**src/rtl/splash_compositor.sv**
```systemverilog
// splash_compositor: layered SRAM image compositor with frame-stepped brightness fades
module splash_compositor #(
    parameter int                         NUM_LAYERS = 3,
    parameter int                         X_START    = 216,
    parameter int                         Y_START    = 27,
    parameter logic [12*NUM_LAYERS-1:0]   LAYER_X    = {12'd0, 12'd695, 12'd300},
    parameter logic [12*NUM_LAYERS-1:0]   LAYER_Y    = {12'd0, 12'd0, 12'd200},
    parameter logic [12*NUM_LAYERS-1:0]   LAYER_W    = {12'd100, 12'd100, 12'd200},
    parameter logic [12*NUM_LAYERS-1:0]   LAYER_H    = {12'd600, 12'd100, 12'd200},
    parameter logic [20*NUM_LAYERS-1:0]   LAYER_BASE = {20'hB98C0, 20'hC8320, 20'h00000},
    parameter logic [23:0]                BG_RGB     = 24'hF8F8F8,
    parameter int                         FADE_DIV   = 2
) (
    input  logic               i_clk,
    input  logic               i_rst,
    input  logic signed [12:0] i_h_count,
    input  logic signed [12:0] i_v_count,
    output logic [19:0]        o_sram_addr,
    output logic               o_sram_req,
    input  logic [15:0]        i_sram_data,
    input  logic               i_key,
    input  logic               i_restart,
    output logic [9:0]         o_red,
    output logic [9:0]         o_green,
    output logic [9:0]         o_blue,
    output logic               o_opening,
    output logic [4:0]         o_fade_level
);
    typedef enum logic [1:0] {FADE_IN, OPENING, FADE_OUT, DONE} state_e;

    localparam logic [15:0] DIV_LAST = 16'(FADE_DIV - 1);

    state_e                 state_q;
    logic [4:0]             level_q;
    logic [15:0]            div_q;
    logic                   opening_q;
    logic [NUM_LAYERS-1:0]  win;
    logic [19:0]            cnt_q [NUM_LAYERS];
    logic                   refresh;
    logic                   opaque;
    logic [9:0]             red_d, green_d, blue_d;
    logic [9:0]             red_q, green_q, blue_q;

    assign refresh      = (i_h_count == 13'sd0) && (i_v_count == 13'sd0);
    assign o_fade_level = level_q;
    assign o_opening    = opening_q;
    assign o_red        = red_q;
    assign o_green      = green_q;
    assign o_blue       = blue_q;

    for (genvar k = 0; k < NUM_LAYERS; k++) begin : g_layer
        localparam logic signed [12:0] XL = 13'(X_START + int'(LAYER_X[12*k +: 12]));
        localparam logic signed [12:0] XR = 13'(X_START + int'(LAYER_X[12*k +: 12]) + int'(LAYER_W[12*k +: 12]));
        localparam logic signed [12:0] YT = 13'(Y_START + int'(LAYER_Y[12*k +: 12]));
        localparam logic signed [12:0] YB = 13'(Y_START + int'(LAYER_Y[12*k +: 12]) + int'(LAYER_H[12*k +: 12]));
        assign win[k] = (i_h_count >= XL) && (i_h_count < XR) && (i_v_count >= YT) && (i_v_count < YB);
        // Every hit advances its counter, even when occluded, so each image stays aligned
        always_ff @(posedge i_clk) begin
            if (i_rst || refresh) begin
                cnt_q[k] <= LAYER_BASE[20*k +: 20];
            end else if (win[k]) begin
                cnt_q[k] <= cnt_q[k] + 20'd1;
            end
        end
    end

    // Lowest-index hit layer owns the single SRAM read this cycle
    always_comb begin
        o_sram_addr = '0;
        o_sram_req  = 1'b0;
        for (int k = NUM_LAYERS - 1; k >= 0; k--) begin
            if (win[k]) begin
                o_sram_addr = cnt_q[k];
                o_sram_req  = 1'b1;
            end
        end
    end

    function automatic logic [9:0] scale(input logic [9:0] c, input logic [4:0] l);
        return 10'((15'(c) * 15'(l)) >> 4);
    endfunction

    // Transparent winner pixels show the background; there is no fall-through
    always_comb begin
        opaque  = o_sram_req && i_sram_data[0];
        red_d   = opaque ? {i_sram_data[15:11], i_sram_data[15:11]} : {BG_RGB[23:16], 2'b00};
        green_d = opaque ? {i_sram_data[10:6], i_sram_data[10:6]}   : {BG_RGB[15:8], 2'b00};
        blue_d  = opaque ? {i_sram_data[5:1], i_sram_data[5:1]}     : {BG_RGB[7:0], 2'b00};
    end

    // Register the faded pixel colour for one cycle of latency
    always_ff @(posedge i_clk) begin
        if (i_rst) begin
            red_q   <= '0;
            green_q <= '0;
            blue_q  <= '0;
        end else begin
            red_q   <= scale(red_d, level_q);
            green_q <= scale(green_d, level_q);
            blue_q  <= scale(blue_d, level_q);
        end
    end

    // Fade sequencer: brightness steps once every FADE_DIV frames
    always_ff @(posedge i_clk) begin
        if (i_rst || i_restart) begin
            state_q   <= FADE_IN;
            level_q   <= '0;
            div_q     <= '0;
            opening_q <= 1'b1;
        end else begin
            case (state_q)
                FADE_IN: begin
                    if (refresh) begin
                        if (div_q == DIV_LAST) begin
                            div_q   <= '0;
                            level_q <= level_q + 5'd1;
                            if (level_q == 5'd15) begin
                                state_q <= OPENING;
                            end
                        end else begin
                            div_q <= div_q + 16'd1;
                        end
                    end
                end
                OPENING: begin
                    if (i_key) begin
                        state_q <= FADE_OUT;
                        div_q   <= '0;
                    end
                end
                FADE_OUT: begin
                    if (refresh) begin
                        if (div_q == DIV_LAST) begin
                            div_q   <= '0;
                            level_q <= level_q - 5'd1;
                            if (level_q == 5'd1) begin
                                state_q   <= DONE;
                                opening_q <= 1'b0;
                            end
                        end else begin
                            div_q <= div_q + 16'd1;
                        end
                    end
                end
                DONE: begin
                    level_q   <= '0;
                    opening_q <= 1'b0;
                end
            endcase
        end
    end
endmodule

```
**config.mk**
```make
export PLATFORM = sky130hd
export DESIGN_NAME = splash_compositor
export DESIGN_NICKNAME = d
export VERILOG_FILES = /design/src/rtl/splash_compositor.sv
export SDC_FILE = /design/constraint.sdc
export NUM_CORES = 1
export LEC_CHECK = 0
export CAP_MARGIN = 20
export CORE_ASPECT_RATIO = 1.5
export CORE_MARGIN = 3
export CORE_UTILIZATION = 40
export DETAILED_ROUTE_END_ITERATION = 10
export GPL_TIMING_DRIVEN = 0
export SLEW_MARGIN = 15
export SYNTH_ARGS = -nofsm -noshare
export SYNTH_HDL_FRONTEND = slang
export SYNTH_SLANG_ARGS = --single-unit
export TNS_END_PERCENT = 10
```
**constraint.sdc**
```tcl
create_clock -name i_clk -period 8.5 [get_ports i_clk]
set_input_delay 2.125 -clock i_clk [delete_from_list [all_inputs] [get_ports i_clk]]
set_output_delay 2.125 -clock i_clk [all_outputs]
set_load 0.01 [all_outputs]
```
==> results.yml <==
routing:
  drcViolationCount: 0
  finalWirelength_um: 26800
  initialDrtViolationCount: 429
  dr_total_vias: 8710
  drtAntennaViolNets: 0
  route.detailed.vias_per_inst: 5.37
  post_drt_wl_per_cell_um: 16.6
  drt-pass1-iter-count: 6
logic_synthesis:
  syn_nets: 1350
  synth-edff-count: 60
  netlist_instances: 1163
  most_used_flip_flop_cell_after_synthesis: "sky130_fd_sc_hd__edfxtp_1"
  synthesized_flop_and_latch_total: 114
  synth_async_sr_flop_share_pct: 0
  mappedNetlistArea_um2: 10100
  synth.yosys.warnings: 0
  syn_area_per_cell_um2: 8.72
  synth.distinct_cells: 64
  seq_area_frac_synth_pct: 28.4
global_route:
  overflow: 0
  number_of_global_route_vias_before_repair: 9062
  grt_pass1_wl_um: 43800
  grt_start_max_net_pins: 21
  grtUsageTotal_pct: 20.2
  antenna_found_initial: 0
clocking:
  cts_tree: "yes"
  cts_hold_repair.buffers: 0
  clock-root-buffer: "sky130_fd_sc_hd__clkbuf_16"
  cts.path.max_buffers: 2
  ctsHtreeMaxLevel: 4
  clk_transition_reported_paths_ns: 0.06
  numCtsBuffers: 17
  clock_insertion_delay_worst_skew_ns: 0.43
  clkSinkCount: 114
sta:
  slew_headroom_pct: 33.8
  final_min_period_over_clock_period_pct: 95.4
  actual_transition_at_the_worst_max_transition_pin_ns: 0.984
  final.min_clock_period_ns: 8.11
  fin_worst_skew_ns: 0.0105
  grt_setup_unrepaired: "false"
  setup_viol: 0
  max_freq_mhz: 123
  maxSlewViolCount: 0
  final_hold_viol_count: 0
  setup_tns_ns: 0
cells_and_area:
  antenna-diode-count: 0
  multiInputGateArea_um2: 6570
  layout.core_utilization_pct: 49.0
  layout-drive-gt1-share_pct: 4.32
  final_layout_fill_cell_count: 2403
  syn_to_final_growth_pct: 19.5
  final_nets: 1471
  final-seq-area_um2: 2880
placement:
  gp_congestion: 0.884
  hpwlAfterDp_um: 21700
  io_buffer_count: 102
critical_path:
  r2r.worst_path.cells: 14
  cp_data_arrival_time_ns: 8.42
  critPathKind: "input port to flip-flop"
  worst_r2r_startpoint: "o_fade_level[2]"
  worst_path_dominant_cell_family: "adder cells"
  cp_capture_point: "o_blue[6]"
  critical_path.n_buffers_inverters: 4
  crit_slowest_cell: "sky130_fd_sc_hd__clkdlybuf4s50_1"
  rrSetupSlack_ns: 3.51
  crit_required_ns: 8.82
  timing.critical_path.from_type: "input port"
  critPathLaunch: "i_h_count[4]"
  crit_chain: "clkdlybuf4s50_1 > a21oi_1 > or3_1 > a221oi_2 > o21a_4 > or2_2 > and2_1 > buf_2 > buf_2 > nand3_1 > fa_1 > fa_1 > fa_1 > inv_1 > ha_1 > a21o_1 > a21oi_1 > nand2_1 > a221o_1 > a21oi_1 > mux2_2"
  critical_path.max_stage_delay_ns: 0.55
  critPathCaptureType: "flip-flop"
  crit_path_max_fanout: 10
  timing.critical_path.depth: 21
  critical_path.reg2reg.endpoint: "o_blue[6]"
run:
  max-cap-violations: 0
floorplan:
  placeableCoreArea_um2: 24700
  fp-row-count: 70
  die_h_um: 201
  initial_core_util_pct: 41.0
  io_pins: 103
  floorplan.die.width_um: 136
  dieArea_um2: 27300
power_and_ir_drop:
  ir_worst_vdd_uv: 142
  total_leakage_power_nw: 5.31
  p_per_area_nw_per_um2: 110
outcome:
  run_status: "finished, final reports clean"
worst_hold_path:
  hold_path.class: "flip-flop to flip-flop"
## final cells by class
cell class | instances | share of cell area (%)
clock inverters | 8 | 0.527
clock buffers | 24 | 3.98
plain buffers | 46 | 1.48
inverters | 135 | 4.18
repair buffers | 102 | 8.43
well taps | 324 | 3.35
flip-flops and latches | 114 | 23.8
multi-input cells | 868 | 54.3
## worst reg2reg max path: stages (launching register included)
cell,delay [ns]
sky130_fd_sc_hd__dfxtp_1,0.34
sky130_fd_sc_hd__clkbuf_1,0.41
sky130_fd_sc_hd__clkbuf_1,0.43
sky130_fd_sc_hd__nand3_1,0.17
sky130_fd_sc_hd__fa_1,0.50
sky130_fd_sc_hd__fa_1,0.52
sky130_fd_sc_hd__fa_1,0.54
sky130_fd_sc_hd__inv_1,0.04
sky130_fd_sc_hd__ha_1,0.35
sky130_fd_sc_hd__a21o_1,0.21
sky130_fd_sc_hd__a21oi_1,0.33
sky130_fd_sc_hd__nand2_1,0.18
sky130_fd_sc_hd__a221o_1,0.39
sky130_fd_sc_hd__a21oi_1,0.16
sky130_fd_sc_hd__mux2_2,0.34
## what timing repair did
item	4_1_cts	5_1_grt
endpoints found under the setup margin	0	1
buffers inserted	0	0
gates resized for setup	0	1
## report_power, final
part / total, W / leakage (nW) / internal [W] / switching [W]
sequential: 0.000597 / 1.00 / 0.000587 / 0.0000103
combinational: 0.0000713 / 4.04 / 0.0000298 / 0.0000415
clock: 0.000668 / 0.266 / 0.000420 / 0.000248
## stage by stage
stage,area [um^2],worst slack [ns],total power [W],hold slack [ns],cells
detailed placement,11600,-0.103,0.000679,0.482,1589
global route,12100,0.0645,0.00138,0.517,1621
finish,12100,0.393,0.00134,0.485,1621
floorplan,10100,1.17,0.000631,0.466,1163
global placement,11600,-0.0915,0.000679,0.481,1589
CTS,12100,0.339,0.00135,0.495,1621
## routing by layer
metal	vias to the layer above	GRT usage, %	share of wire [%]
met2	214	38.4	55
met5	-	0	0
li1	4237	-	-
met4	0	9.73	4.4
met1	4188	21.1	38
met3	71	2.98	3.3
## cell usage after synthesis (6+ instances only)
master                     instances  area [um^2]
sky130_fd_sc_hd__o21ai_0          44          220
sky130_fd_sc_hd__fa_1             66         1320
sky130_fd_sc_hd__dfxtp_1          54         1080
sky130_fd_sc_hd__a21o_1            7         52.6
sky130_fd_sc_hd__nor2_1          150          563
sky130_fd_sc_hd__inv_1           135          507
sky130_fd_sc_hd__nand3_1          56          280
sky130_fd_sc_hd__nand4_1          28          175
sky130_fd_sc_hd__xor2_1           44          385
sky130_fd_sc_hd__a222oi_1         20          200
sky130_fd_sc_hd__ha_1             75          938
sky130_fd_sc_hd__and2_1            9         56.3
sky130_fd_sc_hd__edfxtp_1         60         1800
sky130_fd_sc_hd__or3_1            16          100
sky130_fd_sc_hd__a31oi_1           6         37.5
sky130_fd_sc_hd__or2_2             6         37.5
sky130_fd_sc_hd__xnor2_1          39          342
sky130_fd_sc_hd__nor2b_1          32          200
sky130_fd_sc_hd__and3_1           68          425
sky130_fd_sc_hd__a21oi_1          40          200
sky130_fd_sc_hd__nor3_1           18         90.1
sky130_fd_sc_hd__nand2b_1          6         37.5
sky130_fd_sc_hd__clkbuf_1         40          150
sky130_fd_sc_hd__nand2_1          69          259
## placed cells by master (no fill, tap or decap), types with 20 or more instances in the layout
cell	netlist	routed
sky130_fd_sc_hd__nor2_1	150	150
sky130_fd_sc_hd__inv_1	135	135
sky130_fd_sc_hd__clkdlybuf4s50_1	0	102
sky130_fd_sc_hd__ha_1	75	75
sky130_fd_sc_hd__nand2_1	69	69
sky130_fd_sc_hd__and3_1	68	68
sky130_fd_sc_hd__fa_1	66	66
sky130_fd_sc_hd__edfxtp_1	60	60
sky130_fd_sc_hd__nand3_1	56	56
sky130_fd_sc_hd__dfxtp_1	54	54
sky130_fd_sc_hd__clkbuf_1	40	44
sky130_fd_sc_hd__o21ai_0	44	44
sky130_fd_sc_hd__xor2_1	44	44
sky130_fd_sc_hd__a21oi_1	40	40
sky130_fd_sc_hd__xnor2_1	39	39
sky130_fd_sc_hd__nor2b_1	32	32
sky130_fd_sc_hd__nand4_1	28	28
sky130_fd_sc_hd__a222oi_1	20	20
## state kept, by name, summed over array words and instances (netlist names)
| register | cells |
|---|---|
| o_opening | 1 |
| cnt_q | 60 |
| o_fade_level | 5 |
| o_blue | 10 |
| o_red | 10 |
| state_q | 2 |
| div_q | 16 |
| o_green | 10 |
## how the worst min path moves through the flow
stage | slack [ns] | end | cells after the start | from
after floorplan | 0.47 | div_q[7] | 2 | div_q[7]
after global placement | 0.48 | div_q[14] | 2 | div_q[14]
after detailed placement | 0.48 | o_opening | 1 | o_opening
after CTS | 0.49 | o_opening | 1 | o_opening
after global routing | 0.52 | o_opening | 1 | o_opening
final | 0.48 | o_opening | 1 | o_opening
## logic make-up after synthesis
family	after synthesis	synth area share, %
AND/OR/NAND/NOR	481	23.8
buffers and inverters	181	6.76
AO/OA/AOI/OAI	158	11.1
adder cells (fa/ha/maj)	141	22.3
flip-flops	114	28.4
XOR/XNOR	83	7.17
multiplexers	5	0.518
Power figures use the tool's default switching activity.
